==> src/rtl/move_input_conditioner_pkg.sv <==
// Shared types and default timing for the button front-end and the movement controller.
// Direction vectors throughout are ordered {right,left,down,up}.
package move_input_conditioner_pkg;

  typedef enum logic [2:0] {NONE, UP, DOWN, LEFT, RIGHT} dir_t;

  typedef enum logic [1:0] {IDLE, FIRST, DELAY, REPEAT} state_t;

  localparam int DEF_DEBOUNCE_CYCLES = 1_000_000;   // 10 ms at 100 MHz
  localparam int DEF_REPEAT_DELAY    = 25_000_000;  // 250 ms before auto-repeat
  localparam int DEF_REPEAT_PERIOD   = 2_500_000;   // 25 ms between repeats
  localparam int DEF_CNT_W           = 25;

  function automatic dir_t resolve_dir(input logic [3:0] lvl);
    if (lvl[3]) return RIGHT;
    if (lvl[2]) return LEFT;
    if (lvl[0]) return UP;
    if (lvl[1]) return DOWN;
    return NONE;
  endfunction

  function automatic logic [3:0] dir_onehot(input dir_t d);
    logic [3:0] oh;
    case (d)
      UP:      oh = 4'b0001;
      DOWN:    oh = 4'b0010;
      LEFT:    oh = 4'b0100;
      RIGHT:   oh = 4'b1000;
      default: oh = 4'b0000;
    endcase
    return oh;
  endfunction

endpackage

==> src/rtl/move_input_conditioner_button_debounce.sv <==
// Two-flop synchroniser plus stable-run counter for one raw button.
// Accepted level follows the pin after 2 sync cycles plus DEBOUNCE_CYCLES stable cycles.
module move_input_conditioner_button_debounce
  import move_input_conditioner_pkg::*;
#(
  parameter int DEBOUNCE_CYCLES = DEF_DEBOUNCE_CYCLES,
  parameter int CNT_W           = DEF_CNT_W
) (
  input  logic clk,
  input  logic rst_n,
  input  logic btn,
  output logic level
);

  logic             sync0_q, sync1_q;
  logic             level_q, level_d;
  logic [CNT_W-1:0] cnt_q, cnt_d;

  // Counter only runs while the synchronised pin disagrees with the accepted level.
  always_comb begin
    level_d = level_q;
    cnt_d   = '0;
    if (sync1_q != level_q) begin
      if (cnt_q >= CNT_W'(DEBOUNCE_CYCLES - 1)) begin
        level_d = sync1_q;
      end else begin
        cnt_d = cnt_q + CNT_W'(1);
      end
    end
  end

  always_ff @(posedge clk) begin
    if (!rst_n) begin
      sync0_q <= 1'b0;
      sync1_q <= 1'b0;
      level_q <= 1'b0;
      cnt_q   <= '0;
    end else begin
      sync0_q <= btn;
      sync1_q <= sync0_q;
      level_q <= level_d;
      cnt_q   <= cnt_d;
    end
  end

  assign level = level_q;

endmodule

==> src/rtl/move_input_conditioner.sv <==
// Debounced, priority-resolved direction levels plus a move_tick strobe with auto-repeat.
// Direction outputs lag the accepted levels by 1 cycle; the first tick follows 1 cycle later.
module move_input_conditioner
  import move_input_conditioner_pkg::*;
#(
  parameter int DEBOUNCE_CYCLES = DEF_DEBOUNCE_CYCLES,
  parameter int REPEAT_DELAY    = DEF_REPEAT_DELAY,
  parameter int REPEAT_PERIOD   = DEF_REPEAT_PERIOD,
  parameter int CNT_W           = DEF_CNT_W
) (
  input  logic       clk,
  input  logic       rst_n,
  input  logic       btn_up,
  input  logic       btn_down,
  input  logic       btn_left,
  input  logic       btn_right,
  output logic       up,
  output logic       down,
  output logic       left,
  output logic       right,
  output logic       move_tick,
  output logic [3:0] pressed
);

  logic [3:0] raw;
  logic [3:0] lvl;
  dir_t       dir;

  assign raw = {btn_right, btn_left, btn_down, btn_up};

  for (genvar i = 0; i < 4; i++) begin : g_btn
    move_input_conditioner_button_debounce #(
      .DEBOUNCE_CYCLES(DEBOUNCE_CYCLES),
      .CNT_W          (CNT_W)
    ) u_debounce (
      .clk  (clk),
      .rst_n(rst_n),
      .btn  (raw[i]),
      .level(lvl[i])
    );
  end

  assign dir = resolve_dir(lvl);

  state_t           state_q, state_d;
  dir_t             lat_q, lat_d;
  logic [CNT_W-1:0] rc_q, rc_d;
  logic             tick_q, tick_d;
  logic [3:0]       dir_oh_q, dir_oh_d;

  always_comb begin
    state_d  = state_q;
    lat_d    = lat_q;
    rc_d     = rc_q;
    tick_d   = 1'b0;
    dir_oh_d = dir_onehot(dir);
    if (state_q != IDLE && dir == NONE) begin
      state_d = IDLE;
      rc_d    = '0;
    end else if (state_q != IDLE && dir != lat_q) begin
      lat_d   = dir;
      state_d = FIRST;
      rc_d    = '0;
    end else begin
      case (state_q)
        IDLE: begin
          if (dir != NONE) begin
            lat_d   = dir;
            state_d = FIRST;
            rc_d    = '0;
          end
        end
        FIRST: begin
          tick_d  = 1'b1;
          rc_d    = '0;
          state_d = DELAY;
        end
        DELAY: begin
          // Enter REPEAT primed so the first repeat lands REPEAT_DELAY+1 after the first tick.
          if (rc_q >= CNT_W'(REPEAT_DELAY - 1)) begin
            rc_d    = CNT_W'(REPEAT_PERIOD - 1);
            state_d = REPEAT;
          end else begin
            rc_d = rc_q + CNT_W'(1);
          end
        end
        REPEAT: begin
          if (rc_q >= CNT_W'(REPEAT_PERIOD - 1)) begin
            tick_d = 1'b1;
            rc_d   = '0;
          end else begin
            rc_d = rc_q + CNT_W'(1);
          end
        end
        default: begin
          state_d = IDLE;
          rc_d    = '0;
        end
      endcase
    end
  end

  always_ff @(posedge clk) begin
    if (!rst_n) begin
      state_q  <= IDLE;
      lat_q    <= NONE;
      rc_q     <= '0;
      tick_q   <= 1'b0;
      dir_oh_q <= 4'b0000;
    end else begin
      state_q  <= state_d;
      lat_q    <= lat_d;
      rc_q     <= rc_d;
      tick_q   <= tick_d;
      dir_oh_q <= dir_oh_d;
    end
  end

  assign up        = dir_oh_q[0];
  assign down      = dir_oh_q[1];
  assign left      = dir_oh_q[2];
  assign right     = dir_oh_q[3];
  assign move_tick = tick_q;
  assign pressed   = lvl;

endmodule

==> config.mk <==
export PLATFORM = sky130hd
export DESIGN_NAME = move_input_conditioner
export DESIGN_NICKNAME = d
export VERILOG_FILES = /design/src/rtl/move_input_conditioner_pkg.sv /design/src/rtl/move_input_conditioner_button_debounce.sv /design/src/rtl/move_input_conditioner.sv
export SDC_FILE = /design/constraint.sdc
export NUM_CORES = 1
export LEC_CHECK = 0
export BUFFER_PORTS_ARGS = -buffer_cell sky130_fd_sc_hd__buf_2
export CAP_MARGIN = 20
export CORE_MARGIN = 1.5
export CORE_UTILIZATION = 50
export DETAILED_ROUTE_END_ITERATION = 10
export GPL_TIMING_DRIVEN = 0
export PLACE_DENSITY = 0.68
export SYNTH_ARGS = -nofsm -noshare
export SYNTH_HDL_FRONTEND = slang
export SYNTH_SLANG_ARGS = --single-unit
export TNS_END_PERCENT = 20
==> constraint.sdc <==
create_clock -name clk -period 2.6 [get_ports clk]
set_input_delay 0.52 -clock clk [delete_from_list [all_inputs] [get_ports clk]]
set_output_delay 0.52 -clock clk [all_outputs]
set_load 0.02 [all_outputs]
Word level (Yosys, flattened, before mapping)
Index checks and enable logic that the tools add are counted.

Input port bits: 6. Word-level logic and storage cells: 110. Bits in registers: 147. Bits in read-only memories: 0. Output and inout port bits: 9. Memory bits (writable): 0. Bits in latches: 0. Memories: 0.

Add/subtract/negate cells: 5. Shift-type cells: 0. Mux-type cells: 32. Multiply operators: 0. Order comparisons: 6. Bitwise operators: 6. Reductions and logical operators: 23. Equality and inequality tests: 16. Divide/modulo/power cells: 0.

Operators with widths (number): 25-bit by 1-bit adder with 25-bit output, second input constant (5); 25-bit by 20-bit greater-or-equal comparator with 1-bit output, second input constant (4); 25-bit case mux with 4 select lines (1); 25-bit two-way mux (3); 3-bit two-way mux (11); 25-bit by 22-bit greater-or-equal comparator with 1-bit output, second input constant (1); 25-bit greater-or-equal comparator, second input constant (1); 4-bit case mux with 4 select lines (1); 3-bit OR reduction (5); 1-bit two-way mux (12); 3-bit AND reduction (3); 2-bit AND reduction (4); 3-bit by 2-bit equality test with 1-bit output, second input constant (2); 3-bit inequality test, second input constant (2); 1-bit inverter (6); 2-bit case mux with 3 select lines (1); 2-bit nonzero test (3); 3-bit nonzero test (2); 2-bit equality test, second input constant (2); 2-bit two-way mux (2); 1-bit inequality test (4); 2-bit inequality test, second input constant (2); 4-bit nonzero test (1); 3-bit by 1-bit equality test with 1-bit output, second input constant (1); 8 further kinds (9).

Depth between registers and ports, before layout
Depth after elaboration: 15. Gate-level depth with buffers: 10. Gate-level depth less buffers: 8.

Cells and area by module
From an unflattened synthesis, not the netlist that was laid out.

Cell total of the unflattened synthesis: 755. Area, all modules: 6927.9 um^2.

By module, submodules not included: move_input_conditioner_button_debounce (g_btn[0].u_debounce ...) (instances 3, cells each 131, sequential area each 560.5 um^2, area each 1211.2 um^2); move_input_conditioner (instances 1, cells each 245, sequential area each 700.7 um^2, area each 2093.3 um^2); move_input_conditioner_button_debounce (g_btn[2].u_debounce) (instances 1, cells each 117, sequential area each 560.5 um^2, area each 1201.2 um^2).

Least setup slack after synthesis
Ideal clock, no wire load.

Path kind: reg-to-reg. From: register state_q[0]. To: register rc_q[16]. Data required time: 2.483 ns. Stages on the path, launching flop included: 11. Path slack: 0.563 ns. Setup time: 0.117 ns. Buffers on the path: 2. Arrival: 1.919 ns. Cell sequence: dfxtp_1 inv_1 ha_1 clkbuf_1 and2_1 buf_2 or3_1 nor2_1 nand3_1 xor2_1 nor2_1.

Cells in the longest elaborated chain, start to end: 3. Elaborated cells between the ends (all ways): 10. Classes of those cells: 4 x eq/ne; 1 x mux; 5 x reduce/logical.

Ends and longest elaborated chain: from (decl) (RTL line move_input_conditioner.sv:45) `state_t state_q, state_d;`; from (signal assigned) (RTL line move_input_conditioner.sv:111) `state_q <= state_d;`; parallel branches: the longest is 3 deep, another holds 25-bit case mux with 4 select lines; to (signal assigned) (RTL line move_input_conditioner.sv:113) `rc_q <= rc_d;`; to (decl) (RTL line move_input_conditioner.sv:47) `logic [CNT_W-1:0] rc_q, rc_d;`.

Several ways; the timed one is not identified. A chain may end at the register's enable or synchronous reset.

Final worst setup path
From: register rc_q[0]. To: register rc_q[10].

Cells in the longest elaborated chain, start to end: 3. Elaborated cells between the ends (all ways): 6. Classes of those cells: 1 x add/sub; 2 x order compare; 3 x mux.

Ends and longest elaborated chain: 25-bit by 1-bit adder with 25-bit output, or another cell as far along (RTL line move_input_conditioner.sv:84, move_input_conditioner.sv:92); 25-bit two-way mux, on equally long branches (RTL line move_input_conditioner.sv:88, move_input_conditioner.sv:80); 25-bit case mux with 4 select lines * (RTL line move_input_conditioner.sv:65) `case (state_q)`.

Mark *: on every way between the ends. The rest lies on a longest branch, timed or not.

==> results.yml <==
status:
  status: "complete, no violations"
grt:
  grt_use_met3_pct: 4.88
  grt.total_usage_pct: 19.9
  grtUsageMet1_pct: 23.8
  grt_pass1_wl_um: 21000
  grt_busiest_layer: "met2"
  grt.met2_usage_pct: 33.3
  grt_max_degree: 17
  grt_overflow: 0
  grt_pass1_vias: 4782
  antenna_found_initial: 0
route:
  vias_per_cell: 5.22
  first_pass_iters: 6
  postRouteAntennaNets: 0
  vias: 5075
  wl_um: 12300
  drt_iter0_drc: 414
  wl_per_cell_um: 12.7
  drc: 0
cells_and_area:
  areaGrowthSynthToFinish_pct: 14.6
  nets: 803
  antenna_cells: 0
  fin_cells: 972
  drive_gt1_share_pct: 12.0
worst_setup_path:
  crit_arrival_ns: 2.66
  worstPathMaxFanout: 10
  crit_type: "flip-flop to flip-flop"
  endpoint_kind: "flip-flop"
  crit_required_ns: 2.96
  worstSetupStartpointType: "flip-flop"
yosys:
  synth_xor_area_share_pct: 11.5
  ys_seq_area_share_pct: 45.9
  synth.distinct_cells: 62
  synthMuxAreaShare_pct: 0.800
  synth_compound_area_share_pct: 8.89
  synthSimpleGateAreaFrac_pct: 26.9
  synth-seq-cells: 147
  synthAdderAreaFrac_pct: 1.95
  ys_warn_count: 0
  syn_inst: 735
  netlist_area_mm2: 0.00642
  syn_area_per_cell_um2: 8.73
  async_flop_share_pct: 0
  synth_top_flop_cell: "dfxtp_1"
  synth_top_family_by_area: "simple AND/OR/NAND/NOR gates"
  synth_edf_count: 0
run:
  drv_cap: 0
sta:
  final-setup-viol-count: 0
  skew_ns: 0.00510
  slew_headroom_pct: 53.6
  fin_crit_ns: 2.29
  max_freq_ghz: 0.436
  hold_ws_ns: 0.294
  finalHoldViolCount: 0
  fin_crit_sh_pct: 88.3
  maxSlewViolCount: 0
  fin_tns_setup_ns: 0
  tightest_slew_ns: 0.691
  rsz0062_at_grt: "false"
cts:
  path_clk_slew_ns: 0.06
  cts_resized: 0
  post_cts_buffers: 0
  insertion_delay_ns: 0.43
  postCtsHoldBufs: 0
  root_buffer: "clkbuf_16"
  clk_path_buf_depth: 2
  h-tree-depth: 4
  cts.sinks: 147
  cts_made_buffers: 17
  cts_tree: "yes"
pwr:
  p_leak_nw: 2.59
  internal-power_mw: 3.90
  p_seq_share_pct: 44.7
  pwr-share-comb_pct: 9.8
  max-vdd-ir-drop_mv: 0.384
  switchingPower_mw: 1.30
  p_per_area_mw_per_mm2: 708
  power.share.switching_pct: 25.0
  p_clk_share_pct: 45.5
placed_design:
  place_congestion: 0.876
  place_inst: 940
  port_buffers: 14
  dp_hpwl_um: 8690
floorplan:
  coreArea_mm2: 0.0126
  die_h_um: 116
  fp.dieW_um: 116
  ios: 15
  rows: 41
  die_area_mm2: 0.0135
  initial_utilization_pct: 51.1
hold_path:
  hp-class: "input port to flip-flop"
## layout make-up
cell class              count  area (µm²)
plain buffers              35         199
clock buffers              19         443
clock inverters            13         136
fillers                  1143        5220
inverters                  16        60.1
multi-input cells         556        3290
flip-flops and latches    147        2940
well taps                 172         215
repair buffers             14        70.1
## final timing paths
check | slack [ns] | end | depth (start not counted) | from
hold / removal | 0.29 | g_btn[1].u_debounce.sync0_q | 2 | btn_down
hold reg to reg | 0.44 | g_btn[3].u_debounce.sync1_q | 1 | g_btn[3].u_debounce.sync0_q
setup reg to reg | 0.31 | rc_q[10] | 10 | rc_q[0]
setup / recovery | 0.31 | rc_q[10] | 10 | rc_q[0]
## registers in the layout, indices dropped and copies added, names as in the netlist
register and cells:
g_btn.u_debounce.cnt_q 100, state_q 2, g_btn.u_debounce.sync0_q 4, rc_q 25, g_btn.u_debounce.sync1_q 4, move_tick 1
lat_q 3, g_btn.u_debounce.level 4, dir_oh_q 4
## through the flow
stage	instance area, µm²	power, mW	util (%)	setup WS (ns)
4_1_cts	7350	5.25	58.5	0.312
3_3_place_gp	6770	2.87	53.9	0.391
2_1_floorplan	6490	2.75	-	0.563
6_report	7350	5.21	58.5	0.305
3_5_place_dp	6770	2.88	53.9	0.339
5_1_grt	7350	5.41	58.5	0.105
## cell families (layout without fill, tap and decap cells)
logic type / Yosys count / after routing
flops: 147 / 147
fa+ha+maj: 10 / 10
xor+xnor: 84 / 84
simple gates: 349 / 349
other cells: 1 / 20
mux: 5 / 5
compound gates: 88 / 88
buf+inv: 51 / 97
## worst max-delay path, cell delays in order (launching register included)
cell      delay [ns]
dfxtp_1         0.41
ha_1            0.31
a21oi_1         0.10
o211ai_1        0.24
nand4_1         0.16
a21bo_2         0.25
buf_2           0.18
buf_2           0.21
a21oi_1         0.14
o21ai_0         0.10
a21oi_1         0.12
## power groups by stage
stage | clock [mW] | sequential [mW] | combinational (mW)
after CTS | 2.42 | 2.33 | 0.510
after floorplan | 0 | 2.37 | 0.374
after detailed placement | 0 | 2.37 | 0.508
after global placement | 0 | 2.37 | 0.495
after global routing | 2.52 | 2.33 | 0.562
final | 2.37 | 2.32 | 0.512
## cells in the mapped netlist (5+ instances only)
library cell / count / share of area [%]
and3_1: 18 / 1.8
buf_2: 11 / 0.86
nand2_1: 42 / 2.5
a21oi_1: 28 / 2.2
nand3_1: 51 / 4.0
nor2_1: 129 / 7.5
ha_1: 10 / 2.0
inv_1: 15 / 0.88
xnor2_1: 37 / 5.1
and2_1: 12 / 1.2
buf_4: 7 / 0.82
nor3_1: 17 / 1.3
nand4_1: 21 / 2.0
or3_1: 5 / 0.49
nor4_1: 8 / 0.78
o21ai_0: 23 / 1.8
xor2_1: 47 / 6.4
nor2_2: 11 / 1.1
nor2b_1: 7 / 0.68
dfxtp_1: 147 / 46
and4_1: 8 / 1.1
clkbuf_1: 9 / 0.53
## placed cells by master (no fill, tap or decap), types with 18 or more instances in the layout
cell,instances
a21oi_1,28
and3_1,18
buf_2,25
conb_1,20
dfxtp_1,147
nand2_1,42
nand3_1,51
nand4_1,21
nor2_1,129
o21ai_0,23
xnor2_1,37
xor2_1,47
## routing by layer
layer | share of wire, % | up-vias
met5 | 0 | -
met4 | 1.8 | 0
met3 | 3.5 | 18
met2 | 47 | 80
met1 | 47 | 2375
li1 | - | 2602
No activity file was read; power rests on OpenSTA's default activity.
